## config.mk

```make
export PLATFORM = sky130hd
export DESIGN_NAME = pipelined_shifter_flat
export DESIGN_NICKNAME = d
export VERILOG_FILES = /design/src/rtl/shifter_pkg.sv /design/src/rtl/pipelined_shifter_if.sv /design/src/rtl/shift_stage.sv /design/src/rtl/pipelined_shifter.sv /design/src/flat_wrapper.sv
export SDC_FILE = /design/constraint.sdc
export NUM_CORES = 1
export LEC_CHECK = 0
export ABC_AREA = 1
export BUFFER_PORTS_ARGS = -buffer_cell sky130_fd_sc_hd__buf_2
export CAP_MARGIN = 30
export CORE_MARGIN = 2
export CORE_UTILIZATION = 40
export CTS_CLUSTER_DIAMETER = 150
export DETAILED_ROUTE_END_ITERATION = 16
export GPL_TIMING_DRIVEN = 0
export MAX_ROUTING_LAYER = met4
export PLACE_DENSITY = 0.56
export SLEW_MARGIN = 20
export SYNTH_ARGS = -nofsm -noshare
export SYNTH_HDL_FRONTEND = slang
export SYNTH_HIERARCHICAL = 1
export SYNTH_SLANG_ARGS = --single-unit
```

## constraint.sdc

```tcl
create_clock -name clock -period 4.1 [get_ports clock]
set_clock_uncertainty 0.2 [all_clocks]
set_input_delay 0.615 -clock clock [delete_from_list [all_inputs] [get_ports clock]]
set_output_delay 0.615 -clock clock [all_outputs]
set_load 0.02 [all_outputs]
```

## src/rtl/shifter_pkg.sv

```systemverilog
// Shared definitions for the pipelined shifter: operation encodings and the
// illegal-operation predicate used at pipeline entry and inside each stage.
package shifter_pkg;

    localparam int MODE_W = 3;

    typedef enum logic [MODE_W-1:0] {
        MODE_SLL = 3'd0,
        MODE_SRL = 3'd1,
        MODE_SRA = 3'd2,
        MODE_ROL = 3'd3,
        MODE_ROR = 3'd4
    } mode_e;

    function automatic logic is_illegal_mode(input logic [MODE_W-1:0] mode);
        return mode > MODE_ROR;
    endfunction

endpackage

```

## src/rtl/pipelined_shifter_if.sv

```systemverilog
// Operation/result handshake bundle for the pipelined shifter.
// master drives operations and consumes results; slave is the shifter.
interface pipelined_shifter_if
    import shifter_pkg::*;
#(
    parameter int WIDTH = 32,
    parameter int TAG_W = 4
);
    localparam int AMT_W = $clog2(WIDTH);

    logic              in_valid;
    logic              in_ready;
    logic [WIDTH-1:0]  in_data;
    logic [AMT_W-1:0]  in_amt;
    logic [MODE_W-1:0] in_mode;
    logic [TAG_W-1:0]  in_tag;
    logic              out_valid;
    logic              out_ready;
    logic [WIDTH-1:0]  out_data;
    logic [TAG_W-1:0]  out_tag;
    logic              out_err;

    modport master (
        output in_valid, in_data, in_amt, in_mode, in_tag, out_ready,
        input  in_ready, out_valid, out_data, out_tag, out_err
    );

    modport slave (
        input  in_valid, in_data, in_amt, in_mode, in_tag, out_ready,
        output in_ready, out_valid, out_data, out_tag, out_err
    );

endinterface

```

## src/rtl/shift_stage.sv

```systemverilog
// One combinational step of the log shifter: moves data by a fixed SHIFT
// positions when enabled; illegal modes pass the data through untouched.
module shift_stage
    import shifter_pkg::*;
#(
    parameter int WIDTH = 32,
    parameter int SHIFT = 1
) (
    input  logic [WIDTH-1:0]  data,
    input  logic              enable,
    input  logic [MODE_W-1:0] mode,
    output logic [WIDTH-1:0]  shifted
);

    logic signed [WIDTH-1:0] sdata;

    assign sdata = data;

    always_comb begin
        shifted = data;
        if (enable && !is_illegal_mode(mode)) begin
            case (mode)
                MODE_SLL: shifted = data << SHIFT;
                MODE_SRL: shifted = data >> SHIFT;
                MODE_SRA: shifted = sdata >>> SHIFT;
                MODE_ROL: shifted = {data[WIDTH-1-SHIFT:0], data[WIDTH-1:WIDTH-SHIFT]};
                MODE_ROR: shifted = {data[SHIFT-1:0], data[WIDTH-1:SHIFT]};
                default:  shifted = data;
            endcase
        end
    end

endmodule

```

## src/rtl/pipelined_shifter.sv

```systemverilog
// Log2(WIDTH)-deep barrel shifter/rotator: stage k applies a 2^k move when
// amount bit k is set. All stages advance together under a single stall.
module pipelined_shifter
    import shifter_pkg::*;
#(
    parameter int WIDTH = 32,
    parameter int TAG_W = 4
) (
    input  logic              clock,
    input  logic              reset,
    pipelined_shifter_if.slave bus
);

    localparam int N = $clog2(WIDTH);

    logic [N-1:0]      vld_p;
    logic [WIDTH-1:0]  data_p [N];
    logic [TAG_W-1:0]  tag_p  [N];
    logic [N-1:0]      err_p;
    logic [N-1:0]      amt_p  [N-1];
    logic [MODE_W-1:0] mode_p [N-1];

    logic [WIDTH-1:0]  stage_in   [N];
    logic [MODE_W-1:0] stage_mode [N];
    logic [N-1:0]      stage_en;
    logic [WIDTH-1:0]  shifted    [N];
    logic              advance;

    assign advance = !vld_p[N-1] || bus.out_ready;

    // Amounts are pre-shifted as they travel, so every stage tests bit 0.
    always_comb begin
        stage_in[0]   = bus.in_data;
        stage_mode[0] = bus.in_mode;
        stage_en[0]   = bus.in_amt[0];
        for (int k = 1; k < N; k++) begin
            stage_in[k]   = data_p[k-1];
            stage_mode[k] = mode_p[k-1];
            stage_en[k]   = amt_p[k-1][0];
        end
    end

    for (genvar k = 0; k < N; k++) begin : g_stage
        shift_stage #(
            .WIDTH (WIDTH),
            .SHIFT (2 ** k)
        ) u_stage (
            .data    (stage_in[k]),
            .enable  (stage_en[k]),
            .mode    (stage_mode[k]),
            .shifted (shifted[k])
        );
    end

    // Stage registers: valid is the only state that needs clearing.
    always_ff @(posedge clock) begin
        if (reset) begin
            vld_p <= '0;
        end else if (advance) begin
            vld_p <= {vld_p[N-2:0], bus.in_valid};
        end
    end

    always_ff @(posedge clock) begin
        if (advance) begin
            data_p[0] <= shifted[0];
            tag_p[0]  <= bus.in_tag;
            err_p[0]  <= is_illegal_mode(bus.in_mode);
            amt_p[0]  <= bus.in_amt >> 1;
            mode_p[0] <= bus.in_mode;
            for (int k = 1; k < N; k++) begin
                data_p[k] <= shifted[k];
                tag_p[k]  <= tag_p[k-1];
                err_p[k]  <= err_p[k-1];
            end
            for (int k = 1; k < N-1; k++) begin
                amt_p[k]  <= amt_p[k-1] >> 1;
                mode_p[k] <= mode_p[k-1];
            end
        end
    end

    // Output gating keeps the result lanes at zero whenever no result is held.
    assign bus.in_ready  = advance;
    assign bus.out_valid = vld_p[N-1];
    assign bus.out_data  = vld_p[N-1] ? data_p[N-1] : '0;
    assign bus.out_tag   = vld_p[N-1] ? tag_p[N-1]  : '0;
    assign bus.out_err   = vld_p[N-1] & err_p[N-1];

endmodule

```

## src/flat_wrapper.sv

```systemverilog
// flat-port wrapper written by rule: the top's interface ports become plain ports
module pipelined_shifter_flat import shifter_pkg::*;
#(
    parameter int WIDTH = 32,
    parameter int TAG_W = 4
)
  (clock, reset, bus_in_valid, bus_in_data, bus_in_amt, bus_in_mode, bus_in_tag, bus_out_ready, bus_in_ready, bus_out_valid, bus_out_data, bus_out_tag, bus_out_err);
  pipelined_shifter_if #(.WIDTH(WIDTH), .TAG_W(TAG_W)) bus_i ();
  input  logic clock;
  input  logic reset;
  input wire logic [$bits(bus_i.in_valid)-1:0] bus_in_valid;
  input wire logic [$bits(bus_i.in_data)-1:0] bus_in_data;
  input wire logic [$bits(bus_i.in_amt)-1:0] bus_in_amt;
  input wire logic [$bits(bus_i.in_mode)-1:0] bus_in_mode;
  input wire logic [$bits(bus_i.in_tag)-1:0] bus_in_tag;
  input wire logic [$bits(bus_i.out_ready)-1:0] bus_out_ready;
  output wire logic [$bits(bus_i.in_ready)-1:0] bus_in_ready;
  output wire logic [$bits(bus_i.out_valid)-1:0] bus_out_valid;
  output wire logic [$bits(bus_i.out_data)-1:0] bus_out_data;
  output wire logic [$bits(bus_i.out_tag)-1:0] bus_out_tag;
  output wire logic [$bits(bus_i.out_err)-1:0] bus_out_err;
  assign bus_i.in_valid = bus_in_valid;
  assign bus_i.in_data = bus_in_data;
  assign bus_i.in_amt = bus_in_amt;
  assign bus_i.in_mode = bus_in_mode;
  assign bus_i.in_tag = bus_in_tag;
  assign bus_i.out_ready = bus_out_ready;
  assign bus_in_ready = bus_i.in_ready;
  assign bus_out_valid = bus_i.out_valid;
  assign bus_out_data = bus_i.out_data;
  assign bus_out_tag = bus_i.out_tag;
  assign bus_out_err = bus_i.out_err;
  pipelined_shifter #(.WIDTH(WIDTH), .TAG_W(TAG_W)) u_core (.clock(clock), .reset(reset), .bus(bus_i));
endmodule
```

==> impl_metrics.env, run 1 <==
export IMPL_clock_latency_ns=0.52
export IMPL_cts_tree="done"
export IMPL_grt_usage_pct=18.2
export IMPL_synth_top_family_by_area="simple AND/OR/NAND/NOR gates"
export IMPL_cp_data_arrival_time_ns=1.71
export IMPL_p_leak_nw=6.41
export IMPL_clock_sinks=212
export IMPL_status="finished, final reports clean"
export IMPL_grt_pass1_vias=8585
export IMPL_seqCellArea_um2=6320
export IMPL_ys_ff_latch=212
export IMPL_hold_viol=0
export IMPL_worstSetupPathType="reg -> out"
export IMPL_synthXorXnorAreaFrac_pct=0
export IMPL_synth_nets=1479
export IMPL_setup_viol=0
export IMPL_hold_class="in -> reg"
export IMPL_gp_congestion=0.889
export IMPL_drc=0
export IMPL_synth_simple_gate_area_share_pct=33.2
export IMPL_required_ns=3.28
export IMPL_grt_setup_unrepaired="false"
export IMPL_grt_antenna_before_repair=1
export IMPL_grt_max_degree=89
export IMPL_yosys_cell_types_count=30
export IMPL_min_period_over_period_pct=61.5
export IMPL_synth_compound_area_share_pct=2.69
export IMPL_nFillCells=2856
export IMPL_cts_setup_buffers=0
export IMPL_vias=8969
export IMPL_ctsResizeCount=0
export IMPL_synth_warnings=6
export IMPL_cts_made_buffers=25
export IMPL_synthesis_area_um2=11700
export IMPL_wl_um=26700
export IMPL_hold_slack_ns=0.0632
export IMPL_max_freq_ghz=0.397
export IMPL_min_period_ns=2.52
export IMPL_initial_core_util_pct=40.8
export IMPL_power_density_nw_per_um2=472
export IMPL_overflow=0
export IMPL_viasPerCell=4.60
export IMPL_die_x_um=175
export IMPL_vdd_drop_max_mv=0.296
export IMPL_placement_io_buffers=86
export IMPL_htreeDepth=1
export IMPL_clock_tree_buffer_depth=3
export IMPL_maxSlewHeadroom_pct=65.4
export IMPL_worstSetupEndpointType="output port"
export IMPL_tns_ns=0
export IMPL_ant_nets=0
export IMPL_synth_yosys_seq_area_share_pct=53.8
export IMPL_netlist_instances=1431
export IMPL_synthMuxAreaShare_pct=0
export IMPL_dr_pass1_iters=5
export IMPL_maxCapViolCount=0
export IMPL_pre_cts_ws_ns=1.56
export IMPL_clkTransAtPathRegs_ns=0.05
export IMPL_fp_dieH_um=175
export IMPL_cp_max_fo=51
export IMPL_diodes=0
export IMPL_start_kind="register"
export IMPL_slew_viol_final=0
export IMPL_root_buffer="clkbuf_16"
export IMPL_syn_to_final_growth_pct=15.6
export IMPL_crit_path_top_delay_cell="dfxtp_1"
export IMPL_holdBufCountCts=0
export IMPL_worstPathCellList="buf_6 -> buf_8 -> nand2_8 -> buf_2"
export IMPL_post_dp_hpwl_um=20000
export IMPL_worstMarginPinSlew_ns=0.517
export IMPL_core_area_um2=28800
export IMPL_drive_gt1_share_pct=17.4
export IMPL_synth_area_per_cell_um2=8.20
export IMPL_top_level_ports=87
export IMPL_std_cell_rows=62
export IMPL_drt_iter0_markers=480
export IMPL_multiInputGateArea_um2=4220
export IMPL_cpPeakStageDelay_ns=0.31
export IMPL_finalNetCount=1594
export IMPL_setup_ws_ns=1.58
export IMPL_synthAdderAreaFrac_pct=0
export IMPL_dieArea_um2=30700
export IMPL_grt_first_pass_wirelength_um=43600
export IMPL_wl_per_cell_um=13.7
where the power goes:
part           internal, W  leakage, nW  total (W)  switching, W
combinational     0.000390         3.78    0.00105      0.000655
clock              0.00144        0.403    0.00227      0.000832
sequential         0.00283         2.22    0.00308      0.000252
path summary, 6_finish.rpt:
| kind | startpoint | slack (ns) | cells past startpoint | endpoint |
|---|---|---|---|---|
| max | u_core/vld_p[4] | 1.58 | 4 | bus_in_ready |
| min | reset | 0.06 | 2 | u_core/vld_p[4] |
| min reg2reg | u_core/err_p[2] | 0.21 | 0 | u_core/err_p[3] |
| max reg2reg | u_core/vld_p[4] | 1.81 | 5 | u_core/data_p[0][5] |
cell usage after synthesis (all sizes together):
library cell | number | area, µm²
nand3 | 136 | 718
nor2 | 481 | 1930
edfxtp | 207 | 6220
o21a | 1 | 7.51
o21ai | 19 | 98.8
clkbuf | 4 | 15.0
buf | 59 | 478
dfxtp | 5 | 100
a21oi | 32 | 209
nand4 | 1 | 6.26
nand2 | 298 | 1240
inv | 188 | 708
per-stage QoR:
stage | total power, W | std cells | utilization, % | instance area [µm²]
floorplan | 0.00380 | 1431 | - | 11700
global placement | 0.00416 | 1901 | 43.9 | 12600
detailed placement | 0.00417 | 1903 | 44.2 | 12700
CTS | 0.00647 | 1949 | 47.1 | 13600
global route | 0.00673 | 1949 | 47.1 | 13600
finish | 0.00640 | 1949 | 47.1 | 13600
worst max-delay path, delay by kind of cell, from the launching register on:
| family | cells | cell delay (ns) |
|---|---|---|
| flip-flops | 1 | 0.31 |
| AND/OR/NAND/NOR | 1 | 0.29 |
| buffers and inverters | 3 | 0.53 |
layout by cell type (no fill, tap or decap), types with 6 or more instances in the layout:
cell	instances
a21oi_1	19
a21oi_2	13
buf_2	109
buf_4	15
buf_6	14
clkbuf_1	12
clkbuf_16	25
edfxtp_1	207
inv_1	171
inv_2	16
nand2_1	280
nand2_2	6
nand2_4	9
nand3_1	130
nor2_1	443
nor2_2	33
o21ai_0	15
cell type report:
type	instances	share of cell area [%]
clock buffer	33	4.83
sequential	212	46.6
tap	384	3.54
multi-input combinational	968	31.1
timing repair buffer	88	3.58
inverter	188	5.22
clock inverter	13	1.46
buffer	63	3.64
metal layers:
| layer | routed length, µm | track usage [%] |
|---|---|---|
| met5 | 0 | - |
| met4 | 677 | 5.56 |
| met3 | 1010 | 2.06 |
| met2 | 13800 | 33.1 |
| met1 | 11300 | 21.2 |
flip-flops by register name, indices dropped and copies added (netlist names):
name / count
u_core/vld_p: 5
u_core/amt_p: 10
u_core/data_p: 160
u_core/mode_p: 12
u_core/tag_p: 20
u_core/err_p: 5
cell families after synthesis:
group	Yosys count
and+or+nand+nor	916
buffers and inverters	251
DFF	212
AOI/OAI and AO/OA	52
(Power assumes the default switching activity.)
==> run 2, diff against run 1 <==
- clock period: 4.1 -> 2.5 ns (I/O delays scaled with it)
==> impl_metrics.env, run 2 (synthesis results as in run 1) <==
export IMPL_setup_viol=0
export IMPL_worstMarginPinSlew_ns=0.537
export IMPL_grt_setup_unrepaired="false"
export IMPL_switching_share_pct=28.0
export IMPL_maxSlewHeadroom_pct=64.1
export IMPL_required_ns=1.92
export IMPL_wl_um=27100
export IMPL_viasPerCell=4.58
export IMPL_htreeDepth=1
export IMPL_hold_class="in -> reg"
export IMPL_worstReg2RegStart="u_core/vld_p[4]"
export IMPL_grt_max_degree=93
export IMPL_clkTransAtPathRegs_ns=0.06
export IMPL_hold_viol=0
export IMPL_hold_start="bus_in_data[14]"
export IMPL_start_kind="input port"
export IMPL_final_util_pct=47.4
export IMPL_core_area_um2=28800
export IMPL_initial_core_util_pct=40.8
export IMPL_top_level_ports=87
export IMPL_p_sw_w=0.00281
export IMPL_slew_viol_final=0
export IMPL_placement_io_buffers=86
export IMPL_setup_ws_ns=0.119
export IMPL_drive_gt1_share_pct=16.9
export IMPL_vias=9010
export IMPL_ctsResizeCount=0
export IMPL_min_period_ns=2.38
export IMPL_gp_congestion=0.899
export IMPL_power_density_nw_per_um2=736
export IMPL_worstSetupPathType="in -> out"
export IMPL_clock_tree_buffer_depth=3
export IMPL_nFillCells=2824
export IMPL_top_regs="u_core/data_p x160, u_core/tag_p x20, u_core/mode_p x12"
export IMPL_vdd_drop_max_mv=0.490
export IMPL_fp_dieH_um=175
export IMPL_drt_iter0_markers=512
export IMPL_drc=0
export IMPL_dr_pass1_iters=6
export IMPL_syn_to_final_growth_pct=16.2
export IMPL_status="finished, final reports clean"
export IMPL_post_dp_hpwl_um=20200
export IMPL_cp_data_arrival_time_ns=1.81
export IMPL_die_x_um=175
export IMPL_final_cell_mix="nor2_1, nand2_1, edfxtp_1"
export IMPL_fin_area_um2=13600
export IMPL_overflow=0
export IMPL_regMostFlops="u_core/data_p"
export IMPL_grt_pass1_vias=8730
export IMPL_hold_slack_ns=0.00909
export IMPL_final_common_cell="nor2_1"
export IMPL_p_leak_nw=6.44
export IMPL_grt_usage_pct=18.5
export IMPL_p_int_w=0.00722
export IMPL_cts_made_buffers=24
export IMPL_root_buffer="clkbuf_16"
export IMPL_pre_cts_ws_ns=0.172
export IMPL_p_clk_share_pct=32.4
export IMPL_combPwrFrac_pct=17.2
export IMPL_cts_tree="done"
export IMPL_place_area_um2=12700
export IMPL_std_cell_rows=62
export IMPL_largest_reg_flops=160
export IMPL_ant_nets=0
export IMPL_dieArea_um2=30700
export IMPL_grt_antenna_before_repair=1
export IMPL_grt_first_pass_wirelength_um=44400
export IMPL_clock_latency_ns=0.51
export IMPL_crit_start="bus_out_ready"
export IMPL_maxCapViolCount=0
export IMPL_finalNetCount=1613
export IMPL_wl_per_cell_um=13.8
export IMPL_max_freq_ghz=0.420
export IMPL_cp_max_fo=57
export IMPL_worstSetupEndpointType="output port"
export IMPL_diodes=0
export IMPL_min_period_over_period_pct=95.2
export IMPL_clock_sinks=212
export IMPL_p_seq_share_pct=50.4
-- run 2: cell types whose count changed in the layout (fill, tap and decap cells not counted) --
cell           delta
clkinvlp_4        -1
bufinv_16         -4
inv_6             -1
dlygate4sd3_1    +20
clkinv_2          +2
clkbuf_1          -1
clkinv_1          +2
-- run 2: worst paths after layout --
kind,cells after the start,end,slack [ns]
setup reg to reg,5,u_core/data_p[0][22],0.20
hold / removal,3,u_core/data_p[0][14],0.009
setup / recovery,5,bus_in_ready,0.12
hold reg to reg,0,u_core/tag_p[0][11],0.21
-- run 2: layer usage --
metal | part of all wire (%) | routed length (µm) | GRT usage, %
met1 | 42 | 11300 | 21.4
met5 | 0 | 0 | -
met2 | 52 | 14000 | 33.5
met4 | 3.1 | 839 | 6.35
met3 | 3.6 | 966 | 1.88
-- run 2: per-stage QoR --
step | instances | power (W) | TNS (ns)
after floorplan | 1431 | 0.00623 | 0
after global placement | 1901 | 0.00681 | -0.140
after detailed placement | 1903 | 0.00685 | 0
after CTS | 1966 | 0.0101 | 0
after global routing | 1966 | 0.0106 | 0
final | 1966 | 0.0100 | 0
-- run 2: power groups by stage --
stage               registers [W]  clock network (W)  logic [W]
global route              0.00513            0.00349    0.00198
global placement          0.00513                  0    0.00169
finish                    0.00506            0.00325    0.00173
detailed placement        0.00514                  0    0.00171
CTS                       0.00507            0.00334    0.00174
floorplan                 0.00495                  0    0.00128
-- run 2: worst max-delay path, stage by stage --
cell,delay (ns)
dlygate4sd3_1,0.53
buf_2,0.15
inv_2,0.15
nand2_8,0.27
buf_2,0.28
-- run 2: timing repair --
item / 4_1_cts / 5_1_grt
setup buffers: 0 / 0
endpoints found under the hold margin: 22 / 0
hold buffers: 20 / 0
-- run 2: area by class of cell --
cell class                 count  area [µm²]  share of cell area (%)
multi-input combinational    968        4220                    31.0
buffer                        63         493                    3.61
clock inverter                11        78.8                   0.578
tap                          384         480                    3.52
inverter                     188         708                    5.19
clock buffer                  32         652                    4.78
timing repair buffer         108         686                    5.03
sequential                   212        6320                    46.3
==> run 3, diff against run 2 <==
- REMOVE_ABC_BUFFERS: not set -> 1
==> impl_metrics.env, run 3 (synthesis results as in run 1) <==
export IMPL_status="finished, final reports clean"
export IMPL_setup_viol=0
export IMPL_clock_sinks=212
export IMPL_regMostFlops="u_core/data_p"
export IMPL_maxSlewHeadroom_pct=44.0
export IMPL_hold_class="in -> reg"
export IMPL_clkTransAtPathRegs_ns=0.06
export IMPL_min_period_over_period_pct=93.3
export IMPL_wl_um=23300
export IMPL_top_regs="u_core/data_p x160, u_core/tag_p x20, u_core/mode_p x12"
export IMPL_post_dp_hpwl_um=15900
export IMPL_final_common_cell="nor2_1"
export IMPL_top_level_ports=87
export IMPL_drc=0
export IMPL_dp_cells=1842
export IMPL_dieArea_um2=30700
export IMPL_dr_pass1_iters=5
export IMPL_cp_data_arrival_time_ns=1.76
export IMPL_vdd_drop_max_mv=0.444
export IMPL_maxCapViolCount=0
export IMPL_grt_max_degree=68
export IMPL_grt_first_pass_wirelength_um=38200
export IMPL_final_cell_mix="nor2_1, nand2_1, edfxtp_1"
export IMPL_vias=8847
export IMPL_min_period_ns=2.33
export IMPL_ant_nets=0
export IMPL_syn_to_final_growth_pct=14.1
export IMPL_cts_setup_buffers=0
export IMPL_grt_pass1_vias=7950
export IMPL_power_density_nw_per_um2=759
export IMPL_std_cell_rows=62
export IMPL_largest_reg_flops=160
export IMPL_wl_per_cell_um=12.2
export IMPL_hold_viol=0
export IMPL_gp_congestion=0.857
export IMPL_tns_ns=0
export IMPL_placement_io_buffers=86
export IMPL_p_leak_nw=6.25
export IMPL_initial_core_util_pct=40.8
export IMPL_htreeDepth=1
export IMPL_core_area_um2=28800
export IMPL_overflow=0
export IMPL_worstSetupPathType="reg -> out"
export IMPL_final_cells=1914
export IMPL_final_util_pct=46.5
export IMPL_max_freq_ghz=0.429
export IMPL_clock_latency_ns=0.51
export IMPL_die_x_um=175
export IMPL_diodes=0
export IMPL_worstSetupEndpointType="output port"
export IMPL_drive_gt1_share_pct=14.2
export IMPL_pre_cts_ws_ns=0.0842
export IMPL_required_ns=1.92
export IMPL_viasPerCell=4.62
export IMPL_cp_max_fo=53
export IMPL_worstMarginPinSlew_ns=0.838
export IMPL_start_kind="register"
export IMPL_finalNetCount=1560
export IMPL_setup_ws_ns=0.168
export IMPL_clock_tree_buffer_depth=3
export IMPL_cts_made_buffers=24
export IMPL_grt_antenna_before_repair=0
export IMPL_grt_setup_unrepaired="false"
export IMPL_slew_viol_final=0
export IMPL_drt_iter0_markers=509
export IMPL_fp_dieH_um=175
export IMPL_root_buffer="clkbuf_16"
export IMPL_grt_usage_pct=15.4
export IMPL_cts_tree="done"
run 3: cell types whose count changed in the layout (fill, tap and decap cells not counted), sizes merged:
cell,delta
buf,-56
clkinv,-3
inv,-2
bufbuf,+1
bufinv,+3
nand2,+1
clkbuf,-1
dlygate4sd3,+5
run 3: worst max-delay path, stage by stage (launching register included):
cell and delay, ns:
dfxtp_4 0.52, nand2_8 0.21, buf_16 0.25, buf_2 0.21
run 3: path summary, 6_finish.rpt:
kind                                     startpoint                    end  slack (ns)  depth (start not counted)
worst max-delay path                u_core/vld_p[4]           bus_in_ready        0.17                          3
worst min-delay path                 bus_in_data[7]    u_core/data_p[0][7]        0.02                          3
worst max register to register  u_core/mode_p[2][2]  u_core/data_p[0][111]        0.24                          6
worst min register to register   u_core/amt_p[1][2]     u_core/amt_p[2][1]        0.21                          0
run 3: metrics by stage:
step	instance area, µm²	hold slack [ns]	total power (W)
after floorplan	11200	0.200	0.00611
after global placement	12200	0.200	0.00658
after detailed placement	12300	0.205	0.00662
after CTS	13400	0.00277	0.0103
after global routing	13400	0.0238	0.0107
final	13400	0.0182	0.0102
run 3: metal layers:
metal	vias up	share of wire (%)	GRT usage, %
met4	0	2.7	4.65
met1	3974	46	19.4
li1	4634	-	-
met3	47	4.5	2.19
met2	192	47	26.0
met5	-	0	-
run 3: where the power goes:
part           total [W]  internal [W]  switching, W
sequential       0.00502       0.00464      0.000383
clock            0.00358       0.00224       0.00133
combinational    0.00156      0.000578      0.000983
total             0.0102       0.00746       0.00270
run 3: cell type report:
| type | instances | area (µm²) |
|---|---|---|
| clock inverter | 9 | 144 |
| fill | 2804 | 15400 |
| tap | 384 | 480 |
| clock buffer | 35 | 663 |
| sequential | 212 | 6320 |
| timing repair buffer | 117 | 826 |
| inverter | 188 | 718 |
| multi-input combinational | 969 | 4240 |
run 3: timing repair:
item | in CTS | in global routing
endpoints found under the hold margin | 28 | 0
hold buffers | 25 | 0
resized for setup | 1 | 8
setup endpoints to repair | 1 | 37
cloned | 1 | 1
pin swaps | 0 | 1
